## src/rtl/fft_peak_picker_if.sv

```systemverilog
// rtl/fft_peak_picker_if.sv - FFT bin stream in, per-frame peak report out; PEAK_SECOND_EN adds runner-up signals
interface fft_peak_picker_if #(
  parameter int DATA_W = 16
);
  logic                     i_valid;
  logic [9:0]               i_fft_cnt;
  logic signed [DATA_W-1:0] i_re;
  logic signed [DATA_W-1:0] i_im;
  logic                     o_peak_valid;
  logic [9:0]               o_peak_bin;
  logic [DATA_W:0]          o_peak_mag;
  logic                     o_note_on;
`ifdef PEAK_SECOND_EN
  logic [9:0]               o_peak2_bin;
  logic [DATA_W:0]          o_peak2_mag;

  modport master (
    output i_valid, i_fft_cnt, i_re, i_im,
    input  o_peak_valid, o_peak_bin, o_peak_mag, o_note_on, o_peak2_bin, o_peak2_mag
  );
  modport slave (
    input  i_valid, i_fft_cnt, i_re, i_im,
    output o_peak_valid, o_peak_bin, o_peak_mag, o_note_on, o_peak2_bin, o_peak2_mag
  );
`else
  modport master (
    output i_valid, i_fft_cnt, i_re, i_im,
    input  o_peak_valid, o_peak_bin, o_peak_mag, o_note_on
  );
  modport slave (
    input  i_valid, i_fft_cnt, i_re, i_im,
    output o_peak_valid, o_peak_bin, o_peak_mag, o_note_on
  );
`endif
endinterface

```

## src/rtl/fft_peak_picker.sv

```systemverilog
// rtl/fft_peak_picker.sv - streaming |re|+|im| peak picker over a bin band, one report per 1024-bin frame
// Optional runner-up tracking is enabled by defining PEAK_SECOND_EN.
module fft_peak_picker #(
  parameter int DATA_W = 16,
  parameter int BIN_LO = 1,
  parameter int BIN_HI = 511,
  parameter int THRESH = 1024
) (
  input logic               i_clk,
  input logic               i_rst_n,
  fft_peak_picker_if.slave  bus
);
  localparam logic [9:0]      LO      = 10'(BIN_LO);
  localparam logic [9:0]      HI      = 10'(BIN_HI);
  localparam logic [9:0]      LAST    = 10'd1023;
  localparam logic [DATA_W:0] THR     = (DATA_W+1)'(THRESH);
  localparam logic [DATA_W:0] MAG_ZERO = '0;

  typedef enum logic [1:0] {IDLE, SCAN, REPORT} state_t;

  state_t state, state_nxt;

  function automatic logic [DATA_W:0] abs_ext(input logic signed [DATA_W-1:0] x);
    logic signed [DATA_W:0] e;
    e = {x[DATA_W-1], x};
    return e[DATA_W] ? $unsigned(-e) : $unsigned(e);
  endfunction

  logic [DATA_W:0] mag_in;
  assign mag_in = abs_ext(bus.i_re) + abs_ext(bus.i_im);

  logic            s1_valid;
  logic [9:0]      s1_bin;
  logic [DATA_W:0] s1_mag;

  always_ff @(posedge i_clk or negedge i_rst_n) begin
    if (!i_rst_n) begin
      s1_valid <= 1'b0;
      s1_bin   <= '0;
      s1_mag   <= '0;
    end else begin
      s1_valid <= bus.i_valid;
      if (bus.i_valid) begin
        s1_bin <= bus.i_fft_cnt;
        s1_mag <= mag_in;
      end
    end
  end

  always_ff @(posedge i_clk or negedge i_rst_n) begin
    if (!i_rst_n) state <= IDLE;
    else          state <= state_nxt;
  end

  logic s1_first, s1_last;
  assign s1_first = s1_valid && (s1_bin == 10'd0);
  assign s1_last  = s1_valid && (s1_bin == LAST);

  always_comb begin
    state_nxt = state;
    case (state)
      IDLE:    if (s1_first) state_nxt = SCAN;
      SCAN:    if (s1_last)  state_nxt = REPORT;
      REPORT:  state_nxt = SCAN;
      default: state_nxt = IDLE;
    endcase
  end

  // take: S1 sample enters the compare; clr: compare against an empty max (new frame or resync)
  logic take, clr, rpt;
  always_comb begin
    take = 1'b0;
    clr  = 1'b0;
    rpt  = 1'b0;
    case (state)
      IDLE: begin
        take = s1_first;
        clr  = 1'b1;
      end
      SCAN: begin
        take = s1_valid;
        clr  = s1_first;
      end
      REPORT: begin
        take = s1_valid;
        clr  = 1'b1;
        rpt  = 1'b1;
      end
      default: ;
    endcase
  end

  logic [DATA_W:0] max_mag, base_mag;
  logic [9:0]      max_bin, base_bin;
  logic            in_band, new_max;

  assign base_mag = clr ? MAG_ZERO : max_mag;
  assign base_bin = clr ? 10'd0 : max_bin;
  assign in_band  = (s1_bin >= LO) && (s1_bin <= HI);
  assign new_max  = take && in_band && (s1_mag > base_mag);

  always_ff @(posedge i_clk or negedge i_rst_n) begin
    if (!i_rst_n) begin
      max_mag <= '0;
      max_bin <= '0;
    end else if (new_max) begin
      max_mag <= s1_mag;
      max_bin <= s1_bin;
    end else begin
      max_mag <= base_mag;
      max_bin <= base_bin;
    end
  end

  // Outputs report the max as it stood before this cycle's sample, which already belongs to the next frame
  always_ff @(posedge i_clk or negedge i_rst_n) begin
    if (!i_rst_n) begin
      bus.o_peak_valid <= 1'b0;
      bus.o_peak_bin   <= '0;
      bus.o_peak_mag   <= '0;
      bus.o_note_on    <= 1'b0;
    end else begin
      bus.o_peak_valid <= rpt;
      if (rpt) begin
        bus.o_peak_bin <= max_bin;
        bus.o_peak_mag <= max_mag;
        bus.o_note_on  <= (max_mag > THR);
      end
    end
  end

`ifdef PEAK_SECOND_EN
  logic [DATA_W:0] sec_mag, base2_mag;
  logic [9:0]      sec_bin, base2_bin;

  assign base2_mag = clr ? MAG_ZERO : sec_mag;
  assign base2_bin = clr ? 10'd0 : sec_bin;

  always_ff @(posedge i_clk or negedge i_rst_n) begin
    if (!i_rst_n) begin
      sec_mag <= '0;
      sec_bin <= '0;
    end else if (new_max) begin
      sec_mag <= base_mag;
      sec_bin <= base_bin;
    end else if (take && in_band && (s1_mag > base2_mag)) begin
      sec_mag <= s1_mag;
      sec_bin <= s1_bin;
    end else begin
      sec_mag <= base2_mag;
      sec_bin <= base2_bin;
    end
  end

  always_ff @(posedge i_clk or negedge i_rst_n) begin
    if (!i_rst_n) begin
      bus.o_peak2_bin <= '0;
      bus.o_peak2_mag <= '0;
    end else if (rpt) begin
      bus.o_peak2_bin <= sec_bin;
      bus.o_peak2_mag <= sec_mag;
    end
  end
`endif
endmodule

```

## src/flat_wrapper.sv

```systemverilog
// flat-port wrapper written by rule: the top's interface ports become plain ports
module fft_peak_picker_flat 
#(
  parameter int DATA_W = 16,
  parameter int BIN_LO = 1,
  parameter int BIN_HI = 511,
  parameter int THRESH = 1024
)
  (i_clk, i_rst_n, bus_i_valid, bus_i_fft_cnt, bus_i_re, bus_i_im, bus_o_peak_valid, bus_o_peak_bin, bus_o_peak_mag, bus_o_note_on);
  fft_peak_picker_if #(.DATA_W(DATA_W)) bus_i ();
  input logic i_clk;
  input logic i_rst_n;
  input wire logic [$bits(bus_i.i_valid)-1:0] bus_i_valid;
  input wire logic [$bits(bus_i.i_fft_cnt)-1:0] bus_i_fft_cnt;
  input wire logic [$bits(bus_i.i_re)-1:0] bus_i_re;
  input wire logic [$bits(bus_i.i_im)-1:0] bus_i_im;
  output wire logic [$bits(bus_i.o_peak_valid)-1:0] bus_o_peak_valid;
  output wire logic [$bits(bus_i.o_peak_bin)-1:0] bus_o_peak_bin;
  output wire logic [$bits(bus_i.o_peak_mag)-1:0] bus_o_peak_mag;
  output wire logic [$bits(bus_i.o_note_on)-1:0] bus_o_note_on;
  assign bus_i.i_valid = bus_i_valid;
  assign bus_i.i_fft_cnt = bus_i_fft_cnt;
  assign bus_i.i_re = bus_i_re;
  assign bus_i.i_im = bus_i_im;
  assign bus_o_peak_valid = bus_i.o_peak_valid;
  assign bus_o_peak_bin = bus_i.o_peak_bin;
  assign bus_o_peak_mag = bus_i.o_peak_mag;
  assign bus_o_note_on = bus_i.o_note_on;
  fft_peak_picker #(.DATA_W(DATA_W), .BIN_LO(BIN_LO), .BIN_HI(BIN_HI), .THRESH(THRESH)) u_core (.i_clk(i_clk), .i_rst_n(i_rst_n), .bus(bus_i));
endmodule
```

## config.mk

```make
export PLATFORM = sky130hd
export DESIGN_NAME = fft_peak_picker_flat
export DESIGN_NICKNAME = d
export VERILOG_FILES = /design/src/rtl/fft_peak_picker_if.sv /design/src/rtl/fft_peak_picker.sv /design/src/flat_wrapper.sv
export SDC_FILE = /design/constraint.sdc
export NUM_CORES = 1
export LEC_CHECK = 0
export ABC_AREA = 1
export BUFFER_PORTS_ARGS = -buffer_cell sky130_fd_sc_hd__buf_2
export CAP_MARGIN = 20
export CORE_MARGIN = 2
export CORE_UTILIZATION = 59
export CTS_CLUSTER_DIAMETER = 150
export DETAILED_ROUTE_END_ITERATION = 16
export GPL_ROUTABILITY_DRIVEN = 0
export HOLD_SLACK_MARGIN = 0.06
export PLACE_DENSITY = 0.89
export SYNTH_ARGS = -nofsm -noshare
export SYNTH_HDL_FRONTEND = slang
export SYNTH_SLANG_ARGS = --single-unit
export TNS_END_PERCENT = 30
```

## constraint.sdc

```tcl
create_clock -name i_clk -period 3.4 [get_ports i_clk]
set_input_delay 0.17 -clock i_clk [delete_from_list [all_inputs] [get_ports i_clk]]
set_output_delay 0.17 -clock i_clk [all_outputs]
set_load 0.01 [all_outputs]
```

## After elaboration in Yosys (flattened, before gate mapping)

Index checks and enable logic that the tools add are counted.

| word-level totals | value |
|---|---|
| register bits after elaboration | 86 |
| bits of input ports | 45 |
| output and inout bits | 29 |
| logic and storage cells | 45 |

| cells by class | value |
|---|---|
| add/sub/neg operators | 3 |
| $lt $le $gt $ge | 4 |
| eq/ne operators | 5 |
| muxes and demuxes | 12 |
| reduce and logical (&&, ||, !) cells | 11 |

Operator list:

| kind | count |
|---|---|
| $mux 17 | 4 |
| $neg 16->17 | 2 |
| $mux 10 | 2 |
| $add 17x17->17 | 1 |
| $gt 17x11->1 const B | 1 |
| $gt 17x17->1 | 1 |
| $eq 10x10->1 const B | 1 |
| $ge 10x1->1 const B | 1 |
| $le 10x9->1 const B | 1 |
| $logic_not 10->1 | 1 |
| $pmux 2 s3 | 1 |
| $logic_and 1x1->1 | 5 |
| $mux 2 | 2 |
| $ne 2x1->1 const B | 2 |
| $pmux 1 s2 | 2 |
| $reduce_or 2->1 | 2 |
| $eq 2x1->1 const B | 1 |
| $eq 2x2->1 const B | 1 |
| $logic_not 2->1 | 1 |
| $reduce_and 2->1 | 1 |
| $reduce_bool 2->1 | 1 |
| $mux 1 | 1 |

## Logic depth before layout (Yosys ltp)

Gate-level depths: netlist (run 1).

| logic depth | value |
|---|---|
| word-level depth | 7 |
| depth in mapped cells | 23 |
| depth with buffers taken out | 21 |

## Worst setup path after synthesis (run 1)

No wires, ideal clock.

| timing path | value |
|---|---|
| path kind | reg2reg |
| from | reg u_core.state[0] |
| to | reg u_core.max_bin[5] |
| arrival time | 2.636 ns |
| data required time | 3.335 ns |
| setup slack | 0.699 ns |
| cell stages (with the launch flop) | 21 |
| path buffers | 3 |
| cells stage by stage | dfrtp_1 -> inv_1 -> ha_1 -> buf_2 -> nor2_1 -> nor2_1 -> inv_1 -> nand2_1 -> clkinv_1 -> clkbuf_1 -> nand2_1 -> ha_1 -> nand2_1 -> nor2_1 -> nand4_1 -> nor2_1 -> nor2_4 -> nand2_4 -> buf_6 -> nand3_2 -> nand2_1 |

| on the way | value |
|---|---|
| word-level cells in the longest chain between the ends | 7 |
| elaborated cells on any way between the ends | 13 |
| those cells by class | order compare: 1; eq/ne: 2; mux: 4; reduce/logical: 6 |

RTL lines:

| item | line | RTL |
|---|---|---|
| start, declared | fft_peak_picker.sv:21 | `state_t state, state_nxt;` |
| start signal, assigned | fft_peak_picker.sv:52 | `else state <= state_nxt;` |
| $eq 2x2->1 or $logic_not 2->1 (tied branches) | fft_peak_picker.sv:75 | `case (state)` |
| $reduce_or 2->1 (no line) | n/a |  |
| $pmux 1 s2 | fft_peak_picker.sv:75 |  |
| $mux 17 | fft_peak_picker.sv:97 | `assign base_mag = clr ? MAG_ZERO : max_mag;` |
| $gt 17x17->1 | fft_peak_picker.sv:100 | `assign new_max = take && in_band && (s1_mag > base_mag);` |
| $logic_and 1x1->1 | fft_peak_picker.sv:100 |  |
| $mux 10 or $reduce_bool 2->1 (tied branches) | n/a |  |
| end signal, assigned | fft_peak_picker.sv:108 | `max_bin <= s1_bin;` |
| end signal, assigned | fft_peak_picker.sv:111 | `max_bin <= base_bin;` |
| end, declared | fft_peak_picker.sv:94 | `logic [9:0] max_bin, base_bin;` |

Parallel ways exist; a longest one is shown, timed or not.
A chain may end at the register's enable or synchronous reset.

## Worst setup path after layout (run 1)

| timing path | value |
|---|---|
| from | reg u_core.state[0] |
| to | reg u_core.max_bin[0] |

The elaborated chain is that of the path after synthesis.

==> results of run 1 <==
==> cells in the mapped netlist, drive strengths merged <==
library cell and number:
mux2i 1, nor4 5, dfrtp 86, a31oi 1
buf 10, a21oi 26, nor3 7, ha 39
nand3b 3, xor2 16, or2 1, nand3 83
nand2 283, fa 1, a21o 1, o21a 1
xnor2 10, and3 1, and2 2, inv 61
nor2 58, clkbuf 13, o31ai 1, nand4 11
clkinv 1, o21ai 31
==> layer usage <==
| layer | up-vias | global-route usage |
|---|---|---|
| li1 | 2591 | - |
| met1 | 2329 | 0.3271 |
| met2 | 151 | 0.4128 |
| met3 | 24 | 0.04300 |
| met4 | 0 | 0.1043 |
| met5 | - | 0 |
==> layout by cell type, fill, tap and decap left out, types with 16 or more instances in the layout <==
cell type  netlist  layout
a21oi_1         26      26
buf_2            6      72
dfrtp_1         86      86
ha_1            39      39
inv_1           61      61
nand2_1        282     282
nand3_1         72      72
nor2_1          57      56
o21ai_0         31      31
xor2_1          16      16
==> metrics by stage <==
stage | total power, uW | cells | util | cell area [um2]
final | 4075 | 947 | 0.6906 | 6321
after global routing | 4420 | 947 | 0.6906 | 6321
after CTS | 4043 | 945 | 0.6853 | 6272
after detailed placement | 3219 | 918 | 0.6485 | 5936
after global placement | 3162 | 918 | 0.6485 | 5936
after floorplan | 2759 | 753 | - | 5515
==> worst max-delay path by stage <==
stage,start,cells after the start,endpoint
floorplan,u_core.state[0],20,u_core.max_bin[5]
global placement,u_core.state[0],18,u_core.max_mag[0]
detailed placement,u_core.state[0],18,u_core.max_mag[7]
CTS,u_core.state[0],18,u_core.max_bin[0]
global route,u_core.state[0],19,u_core.max_bin[4]
finish,u_core.state[0],18,u_core.max_bin[0]
==> where the power goes <==
group | switching (uW) | internal, uW | total (uW)
Combinational | 1070 | 621 | 1690
Clock | 384 | 425 | 809
Sequential | 242 | 1330 | 1580
==> state kept, by name, summed over array words and instances, names as in the netlist <==
| name | cells |
|---|---|
| u_core.state | 2 |
| u_core.s1_valid | 1 |
| u_core.max_bin | 10 |
| u_core.s1_mag | 17 |
| u_core.max_mag | 17 |
| u_core.s1_bin | 10 |
| u_core.bus.o_peak_valid | 1 |
| u_core.bus.o_peak_bin | 10 |
| u_core.bus.o_note_on | 1 |
| u_core.bus.o_peak_mag | 17 |
==> cell type report <==
cell class                 instances  area share
clock inverter                     7     0.01623
tap                              111     0.02197
timing repair buffer              89     0.08531
sequential                        86      0.3405
inverter                          62     0.03682
multi-input combinational        583      0.4796
clock buffer                       9     0.01960
==> cells by family (layout without fill, tap and decap cells) <==
logic type / count (synthesis) / in the layout
adders and majority gates: 40 / 40
muxes: 1 / 1
AOI/OAI and AO/OA: 61 / 61
DFF: 86 / 86
buffers and inverters: 85 / 167
xor gates and xnor gates: 26 / 26
and+or+nand+nor: 454 / 455
==> worst reg2reg max path: stages (launching register included) <==
cell and delay, ns:
dfrtp_1 0.41, inv_1 0.09, ha_1 0.22, nor2_1 0.11
nor2_1 0.05, inv_1 0.07, nand2_1 0.07, clkinv_1 0.06
buf_6 0.28, nand2_1 0.13, ha_1 0.30, nand2_1 0.05
nor2_1 0.19, nand4_1 0.15, nor2_2 0.22, nor2_4 0.14
nand2_8 0.21, nand3_1 0.11, nand2_1 0.08
==> timing repair <==
action,CTS,global route
endpoints found under the setup margin,0,27
endpoints found under the hold margin,96,0
hold buffers,11,0
resized for setup,0,3
==> impl_results.md, run 1 <==
* CP Buf/Inv Count at 4
* Die X-Extent at about 100 um
* Status: complete, no violations
* Slew HR at 0.4333
* Clock-pin slew on the worst setup and hold paths at 0.09 ns
* Worst-margin pin slew at 0.8491 ns
* DRT Pass-1 Iters at 5
* Core area at 9153 um2
* Complex-gate fraction of the synthesized area at 0.05694
* Post-Route M1 WL at 5413 um
* Area Growth Syn to Fin at 14.61%
* RSZ-0062 raised after global routing: false
* R2R Path End: u_core.max_bin[0]
* Area occupied by multi-input gates at slightly above 3000 um2
* Die height at 100.7 um
* Initial antenna violation count at 0
* Post-CTS Setup Bufs at 0
* Crit path top cell by count: nand2_1
* Synth unique cells at 32
* First-iteration detailed-routing DRC count at between 300 and 400
* Type of origin of the critical path: flop
* Synth area leader: dfrtp_1
* IO buf count at 73
* Yosys top cell area share at 0.3902
* Critical path required time at 3.71 ns
* Residual DRC count at 0
* Via count at 5095
* Max Fclk at 0.3353 GHz
* Peak fanout along the critical path at 42
* Hpwl dp at 8548 um
* Ys Warns at 0
* Root Driver: clkbuf_8
* DIE AREA at about 10000 um2
* Synth Area in Simple Gates at 0.3544
* Total GRT Usage at 0.2506
* Hold_ws at 0.1347 ns
* Fill cells at 760
* Skew final at between 0.015 and 0.02 ns
* Average cell area after synthesis at 7.324 um2
* Pre-CTS setup slack at 0.1326 ns
* Flop-to-flop setup slack at 0.42 ns
* Final net count at 916
* Fraction of the mapped netlist area in adder cells at 0.09211
* First-pass GRT wire length at just over 20000 um
* Initial core utilization at 0.6026
* Period utilisation layout at 0.8771
* WS Path Type: flop to flop
* Maxcap violations at 0
* Final Worst Setup Slack at 0.4179 ns
* Post-synthesis xor/xnor area fraction at 0.04129
* TritonCTS Sinks at 86
* Inserted Diodes at 0
* Worst R2R Path Depth at 18
* Ranking of synthesized cells by area: dfrtp_1 39%, nand2_1 19%, ha_1 8.8%
* Worst VDD drop at 0.0002489 V
* Top cell family by delay on the critical path: simple AND/OR/NAND/NOR gates
* Final setup violation count at 0
* Sequential Area at between 2000 and 2500 um2
* Lkg Pwr at 0.003487 uW
* Max stage delay cell, worst path: dfrtp_1
* Max layer used: met4
* Floorplan row count at 35
* Syn Inst Count at 753
* Largest family of logic cells by synthesized area: simple AND/OR/NAND/NOR gates
* Setup TNS at 0 ns
* Mapped Area at 5515 um2
* Reg-to-Reg Start: u_core.state[0]
* Worst Setup End Kind: flop
* Critical path arrival at ~3.3 ns
* Via density at 5.380
* Hold path start: bus_i_valid
* GRT Residual Overflow at 0
* Synth Register Bits at 86
* Share of cells above drive strength 1 at 0.1328
* Met3 WL at approximately 560 um
* H-tree levels at 3
* Top Ports at 74
* Antenna viol nets, final at 0
* Worst path max stage delay at between 0.4 and 0.5 ns
* Final Hold Fails at 0
* Pwr Density at 644.6 nW/um2
* Hold Path Cell Cnt at 1
* Detailed Route WL at 11920 um
* Post-Syn Nets at 838
* DR WL/cell at 12.59 um
* Clock Latency Late Sink at 0.36 ns
* Period minus WS final at 2.982 ns
* Vias in the first global route at 4871
* CTS buffer count at 9
* Final Max Tran Viols at 0
* Largest net degree at the start of global routing at 87
* Crit path cell chain: inv_1, ha_1, nor2_1, nor2_1, inv_1, nand2_1, clkinv_1, buf_6, nand2_1, ha_1, nand2_1, nor2_1, nand4_1, nor2_2, nor2_4, nand2_8, nand3_1, nand2_1
* Clock tree buffer depth at 2
* Endpoint of the worst hold path: u_core.s1_valid
* Hold Crit Class: input pin to flop
* Post-synthesis mux area share at 0.001815
* Seq/Total Area, Yosys at 0.3902
* Routed length on met2 at roughly 5700 um
* CTS tree: yes
Power figures use the tool's default switching activity.
==> inputs of run 2 (changes only) <==
CELL_PAD_IN_SITES_DETAIL_PLACEMENT = 1   (was unset)
CELL_PAD_IN_SITES_GLOBAL_PLACEMENT = 2   (was unset)
CORE_UTILIZATION = 33   (was 59)
PLACE_DENSITY = 0.88   (was 0.89)
==> run 2 against run 1 <==
Compared with the run above: combinational power is essentially flat; global-route usage shrank 8.3 points; critical path depth is the same; clock-buffer cell count grew 1; non-clock buffer count is the same; via count shrank 1.8%; final cell count grew 12%; register-to-register slack lost 0.05 ns; final area grew 3.5%; wire length grew 19%.
==> impl_results.md, run 2 (same netlist as run 1, synthesis figures left out) <==
* Status: complete, no violations
* Period utilisation layout at 0.8928 (+0.01569)
* DR WL/cell at 13.47 um (+7.0%)
* Hold Crit Class: input pin to flop
* Top Ports at 74 (unchanged)
* Crit path top cell by count: nand2_1
* RSZ-0062 raised after global routing: false
* Critical path arrival at 3.25 ns (-0.04 ns)
* Final Hold Fails at 0 (unchanged)
* Vias in the first global route at 5182 (+6.4%)
* Utilization after layout at 0.3973 (-0.2933)
* Antenna viol nets, final at 0 (unchanged)
* Hold_ws at 0.1749 ns (+0.04026 ns)
* Placed standard-cell area at 6080 um2 (+2.4%)
* Skew final at 0.008855 ns (-0.006632 ns)
* Pwr Density at 671.6 nW/um2 (+4.2%)
* Post-CTS Setup Bufs at 0 (unchanged)
* Slew HR at 0.4156 (-0.01771)
* Critical path required time at 3.61 ns (-0.10 ns)
* Peak fanout along the critical path at 42 (unchanged)
* Sequential Area at 2152 um2 (unchanged)
* Initial antenna violation count at 0 (unchanged)
* H-tree levels at 3 (unchanged)
* Detailed Route WL at 14220 um (+19%)
* Fin area at 6543 um2 (+3.5%)
* Clock-pin slew on the worst setup and hold paths at 0.07 ns (-0.02 ns)
* Worst Setup End Kind: flop
* Via count at 5004 (-1.8%)
* Worst-margin pin slew at 0.8756 ns (+0.02654 ns)
* Die X-Extent at 133.3 um (+32%)
* Lkg Pwr at 0.003522 uW (+1.0%)
* Residual DRC count at 0 (unchanged)
* IO buf count at 73 (unchanged)
* Hold Path Cell Cnt at 1 (unchanged)
* Initial core utilization at 0.3350 (-0.2676)
* Crit path cell chain: inv_1, ha_1, nor2_1, nor2_1, inv_1, nand2_1, clkinv_1, buf_6, nand2_1, ha_1, nand2_1, nor2_1, nand4_1, nor2_2, nor2_4, nand2_8, nand2_1, o21ai_0
* CP Buf/Inv Count at 4 (unchanged)
* Root Driver: clkbuf_16
* Setup TNS at 0 ns (unchanged)
* Total GRT Usage at 0.1674 (-0.08324)
* Type of origin of the critical path: flop
* Worst path depth at 18 (unchanged)
* GRT Residual Overflow at 0 (unchanged)
* Die height at 133.3 um (+32%)
* Clock Latency Late Sink at 0.35 ns (about the same)
* Worst path max stage delay at 0.40 ns (about the same)
* Via density at 4.739 (-12%)
* CTS tree: yes
* Area Growth Syn to Fin at 18.63%
* Clock tree buffer depth at 2 (unchanged)
* WS Path Type: flop to flop
* Max stage delay cell, worst path: dfrtp_1
* TritonCTS Sinks at 86 (unchanged)
* First-pass GRT wire length at 24610 um (+18%)
* Largest net degree at the start of global routing at 64 (-26%)
* Period minus WS final at 3.035 ns (+0.05334 ns)
* Area occupied by multi-input gates at 3032 um2 (unchanged)
* CTS buffer count at 9 (unchanged)
* Core area at 16470 um2 (+80%)
* Share of cells above drive strength 1 at 0.1328 (unchanged)
* Final net count at 916 (unchanged)
* Largest registers: u_core.bus.o_peak_mag (17), u_core.max_mag (17), u_core.s1_mag (17)
* Fill cells at 2128 (+180%)
* First-iteration detailed-routing DRC count at 204 (-38%)
* Commonest non-fill, non-tap cell in the layout: nand2_1
* Hpwl dp at 10940 um (+28%)
* Worst VDD drop at 0.0002759 V (+11%)
* Final Max Tran Viols at 0 (unchanged)
* Maxcap violations at 0 (unchanged)
* DIE AREA at 17760 um2 (+75%)
* Top cell family by delay on the critical path: simple AND/OR/NAND/NOR gates
* Floorplan row count at 47 (+34%)
* Max Fclk at 0.3294 GHz (-1.8%)
* Most frequent cells in the layout: 282 x nand2_1, 86 x dfrtp_1, 72 x nand3_1, 72 x buf_2, 61 x inv_1
* Inserted Diodes at 0 (unchanged)
* DRT Pass-1 Iters at 5 (unchanged)
* Worst R2R Path Depth at 18 (unchanged)
* Final setup violation count at 0 (unchanged)
-- run 2: cell count changes in the layout (fill, tap and decap cells not counted) --
cell | before | now
clkinvlp_4 | 0 | 1
buf_4 | 4 | 5
clkbuf_8 | 9 | 1
buf_16 | 1 | 0
inv_6 | 3 | 0
clkinv_4 | 0 | 1
clkbuf_16 | 0 | 9
-- run 2: report_power, final --
group          switching (uW)  total, uW  internal (uW)  leakage (uW)
logic                    1100       1720            621       0.00223
clock network             412       1080            668      0.000161
registers                 255       1590           1340       0.00113
total                    1770       4390           2630       0.00352
-- run 2: path summary, 6_finish.rpt --
| check | from | to | slack [ns] |
|---|---|---|---|
| setup / recovery | u_core.state[0] | u_core.max_mag[0] | 0.36 |
| max in group asynchronous | i_rst_n | u_core.max_mag[13] | 2.13 |
| setup reg to reg | u_core.state[0] | u_core.max_mag[0] | 0.36 |
| min in group asynchronous | i_rst_n | u_core.max_mag[5] | 0.45 |
| hold / removal | bus_i_valid | u_core.s1_valid | 0.17 |
| hold reg to reg | u_core.bus.o_peak_mag[14] | u_core.bus.o_peak_mag[14] | 0.46 |
-- run 2: layout make-up --
cell class,instances,area share
clock buffers,10,0.03653
repair buffers,89,0.07937
clock inverters,6,0.01415
flip-flops and latches,86,0.3289
well taps,220,0.04207
inverters,62,0.03557
multi-input cells,583,0.4634
-- run 2: routing by layer --
layer / GRT usage / wire length (um) / vias up
met5: 0 / 0 / -
met4: 0.03310 / 147 / 0
met3: 0.02702 / 382 / 12
met2: 0.2892 / 6587 / 73
met1: 0.2227 / 7103 / 2326
li1: - / - / 2593
-- run 2: what timing repair did --
item / CTS / global route
endpoints found under the setup margin: 2 / 27
gates resized for setup: 0 / 3
cloned: 1 / 0
hold buffers: 11 / 0
pin swaps: 1 / 0
hold endpoints to repair: 72 / 0
-- run 2: worst reg2reg max path, stage by stage, from the launching register on --
cell      delay [ns]
dfrtp_1         0.40
inv_1           0.09
ha_1            0.21
nor2_1          0.10
nor2_1          0.04
inv_1           0.08
nand2_1         0.07
clkinv_1        0.06
buf_6           0.30
nand2_1         0.12
ha_1            0.32
nand2_1         0.11
nor2_1          0.07
nand4_1         0.08
nor2_2          0.07
nor2_4          0.37
nand2_8         0.22
nand2_1         0.10
o21ai_0         0.09
-- run 2: through the flow --
step,instances,total power [uW],worst slack (ns)
global route,1056,4770,0.05020
detailed placement,1028,3310,0.02820
floorplan,753,2759,0.6985
finish,1056,4394,0.3645
CTS,1056,4428,0.08195
global placement,1028,3253,0.2054
==> inputs of run 3 (changes only) <==
ABC_AREA = 0   (was 1)
CAP_MARGIN = 15   (was 20)
CORE_UTILIZATION = 37   (was 33)
PLACE_DENSITY = 0.89   (was 0.88)
==> run 3 against run 2 <==
Compared with the run above: non-clock buffer count stayed put; sequential power decreased by 20%; area after synthesis shrank 6.1%; largest power group is now registers; highest routed layer unchanged; combinational power shrank 40%; critical path type unchanged; critical endpoint is now u_core.max_mag[4].
==> impl_results.md, run 3 <==
* Status: complete, no violations
* DR WL/cell at 16.19 um (+20%)
* Reg-to-Reg Start: u_core.s1_bin[0]
* Total GRT Usage at 0.1823 (+0.01499)
* Synth area leader: dfrtp_1
* Flop-to-flop setup slack at 0.29 ns (-0.08 ns)
* Synth unique cells at 48 (+50%)
* Endpoint of the worst hold path: u_core.s1_bin[4]
* Clock tree buffer depth at 2 (unchanged)
* Area Growth Syn to Fin at 19.08%
* Post-CTS Setup Bufs at 0 (unchanged)
* Hpwl dp at 9777 um (-11%)
* First-pass GRT wire length at 21790 um (-11%)
* DIE AREA at 14970 um2 (-16%)
* TritonCTS Sinks at 86 (unchanged)
* DRT Pass-1 Iters at 4 (-1)
* Core area at 13770 um2 (-16%)
* Final Max Tran Viols at 0 (unchanged)
* Worst-margin pin slew at 0.7817 ns (-0.09395 ns)
* IO buf count at 73 (unchanged)
* Top FF cell, synth: dfrtp_1
* CTS buffer count at 9 (unchanged)
* Fin area at 6170 um2 (-5.7%)
* Worst Setup End Kind: flop
* Fill cells at 1630 (-23%)
* Mapped Area at 5181 um2 (-6.1%)
* Max stage delay cell, worst path: dfrtp_1
* Routed length on met2 at 6402 um (-2.8%)
* Period minus WS final at 3.111 ns (+0.07550 ns)
* Clock Latency Late Sink at 0.34 ns (about the same)
* Hold Crit Class: input pin to flop
* Final setup violation count at 0 (unchanged)
* GRT Residual Overflow at 0 (unchanged)
* Worst path max stage delay at 0.41 ns (about the same)
* Met3 WL at 448 um (+17%)
* Final Hold Fails at 0 (unchanged)
* Yosys top cell area share at 0.4154 (+0.02516)
* Peak fanout along the critical path at 15 (-64%)
* Ranking of synthesized cells by area: dfrtp_1 42%, ha_1 9.4%, mux2_2 6.5%
* Die height at 122.3 um (-8.2%)
* CTS tree: yes
* Final net count at 692 (-24%)
* Initial antenna violation count at 0 (unchanged)
* Post-Route M1 WL at 5779 um (-19%)
* Sequential Area at 2152 um2 (unchanged)
* H-tree levels at 3 (unchanged)
* Syn Inst Count at 522 (-31%)
* EDFF count, synth at 0 (unchanged)
* Pwr Density at 532.7 nW/um2 (-21%)
* Maxcap violations at 0 (unchanged)
* Post-Syn Nets at 607 (-28%)
* Area occupied by multi-input gates at 2831 um2 (-6.6%)
* Critical path required time at 3.65 ns (+0.04 ns)
* Vias in the first global route at 4475 (-14%)
* Ys async rst share at 1.000 (unchanged)
* Most frequent cells in the layout: 86 x dfrtp_1, 72 x buf_2, 68 x nand2_1
* Ys Warns at 0 (unchanged)
* Top Ports at 74 (unchanged)
* Type of origin of the critical path: flop
* Largest net degree at the start of global routing at 63 (-1.6%)
* Root Driver: clkbuf_16
* Synth Register Bits at 86 (unchanged)
* Crit path cell chain: nor4_2, nand4_1, nor3b_2, nor2_4, buf_4, nand2_1, ha_1, a21oi_1, o21ai_0, a21oi_1, a31oi_4, buf_4, mux2i_1
* Placed standard-cell area at 5822 um2 (-4.2%)
* Residual DRC count at 0 (unchanged)
* Via density at 5.225 (+10%)
* Max layer used: met4
* Detailed Route WL at 12820 um (-9.9%)
* Largest registers: u_core.bus.o_peak_mag (17), u_core.max_mag (17), u_core.s1_mag (17)
* Via count at 4138 (-17%)
* Worst VDD drop at 0.0002264 V (-18%)
* Commonest non-fill, non-tap cell in the layout: dfrtp_1
* RSZ-0062 raised after global routing: false
* Setup TNS at 0 ns (unchanged)
* Clock-pin slew on the worst setup and hold paths at 0.06 ns (about the same)
* First-iteration detailed-routing DRC count at 196 (-3.9%)
* Period utilisation layout at 0.9150 (+0.02221)
* WS Path Type: flop to flop
* Seq/Total Area, Yosys at 0.4154 (+0.02516)
* Worst R2R Path Depth at 13 (-5)
* Antenna viol nets, final at 0 (unchanged)
* Hold path start: bus_i_fft_cnt[4]
* Lkg Pwr at 0.002952 uW (-16%)
* Slew HR at 0.4789 (+0.06327)
* R2R Path End: u_core.max_mag[4]
* Hold Path Cell Cnt at 3 (+2)
* Floorplan row count at 43 (-8.5%)
* Critical path arrival at 3.36 ns (+0.11 ns)
* Die X-Extent at 122.3 um (-8.2%)
* Share of cells above drive strength 1 at 0.2304 (+0.09762)
* Skew final at 0.004943 ns (-0.003911 ns)
* Most common cell in the synthesized netlist: dfrtp_1
* Max Fclk at 0.3214 GHz (-2.4%)
* Most numerous cell types in the synthesized netlist: 86 x dfrtp_1, 68 x nand2_1, 40 x inv_1, 39 x ha_1
* Inserted Diodes at 0 (unchanged)
* Average cell area after synthesis at 9.926 um2 (+36%)
* Initial core utilization at 0.3762 (+0.04123)
[run 3: cell type report]
cell class                 instances  area share
multi-input combinational        381      0.4589
sequential                        86      0.3488
tap                              180     0.03650
timing repair buffer              89     0.08274
clock buffer                      10     0.03873
inverter                          40     0.02434
clock inverter                     6    0.009937
[run 3: through the flow]
stage            util  setup WS [ns]  total power, uW  std cells  hold WS, ns
6_report       0.4479         0.2890             3287        792      0.06624
3_3_place_gp   0.4227       -0.09546             2241        772       0.2862
3_5_place_dp   0.4227        -0.3176             2313        772       0.2999
2_1_floorplan       -         0.4962             1954        522      -0.1256
4_1_cts        0.4479        0.09676             3330        792      0.06357
5_1_grt        0.4479       0.004496             3522        792      0.07507
[run 3: kinds of logic after synthesis]
group | Yosys count | share of synthesized area
XOR/XNOR | 34 | 0.05747
adder cells (fa/ha/maj) | 40 | 0.09804
AND/OR/NAND/NOR | 146 | 0.1381
flip-flops | 86 | 0.4154
buffers and inverters | 55 | 0.04250
AO/OA/AOI/OAI | 100 | 0.1234
multiplexers | 61 | 0.1251
[run 3: repair_timing]
item / in CTS / in global routing
hold endpoints to repair: 64 / 0
hold buffers: 4 / 0
resized for setup: 2 / 1
setup endpoints to repair: 27 / 24
pin swaps: 0 / 1
[run 3: how the worst max path moves through the flow]
stage	startpoint	end	slack (ns)	cells after the start
after floorplan	u_core.state[0]	u_core.max_bin[6]	0.50	15
after global placement	u_core.state[0]	u_core.max_mag[15]	-0.1	13
after detailed placement	u_core.state[0]	u_core.max_bin[3]	-0.32	13
after CTS	u_core.s1_bin[0]	u_core.max_mag[4]	0.1	12
after global routing	u_core.s1_bin[0]	u_core.max_mag[13]	0.004	13
final	u_core.s1_bin[0]	u_core.max_mag[4]	0.29	13
[run 3: power by group]
group / total [uW] / leakage (uW) / switching (uW) / internal (uW)
clock: 977 / 0.000148 / 391 / 586
sequential: 1270 / 0.00114 / 107 / 1160
combinational: 1040 / 0.00166 / 603 / 439
[run 3: critical path, delay by kind of cell, from the launching register on]
family,cells,cell delay [ns]
DFF,1,0.41
AOI/OAI and AO/OA,4,0.69
and+or+nand+nor,5,1.09
buffers and inverters,2,0.38
muxes,1,0.19
adders and majority gates,1,0.25
[run 3: routing by layer]
metal  GRT usage  vias up
met2      0.3267       82
met4     0.04813        0
met3     0.03160       17
met1      0.2258     2023
met5           0        -
li1            -     2016
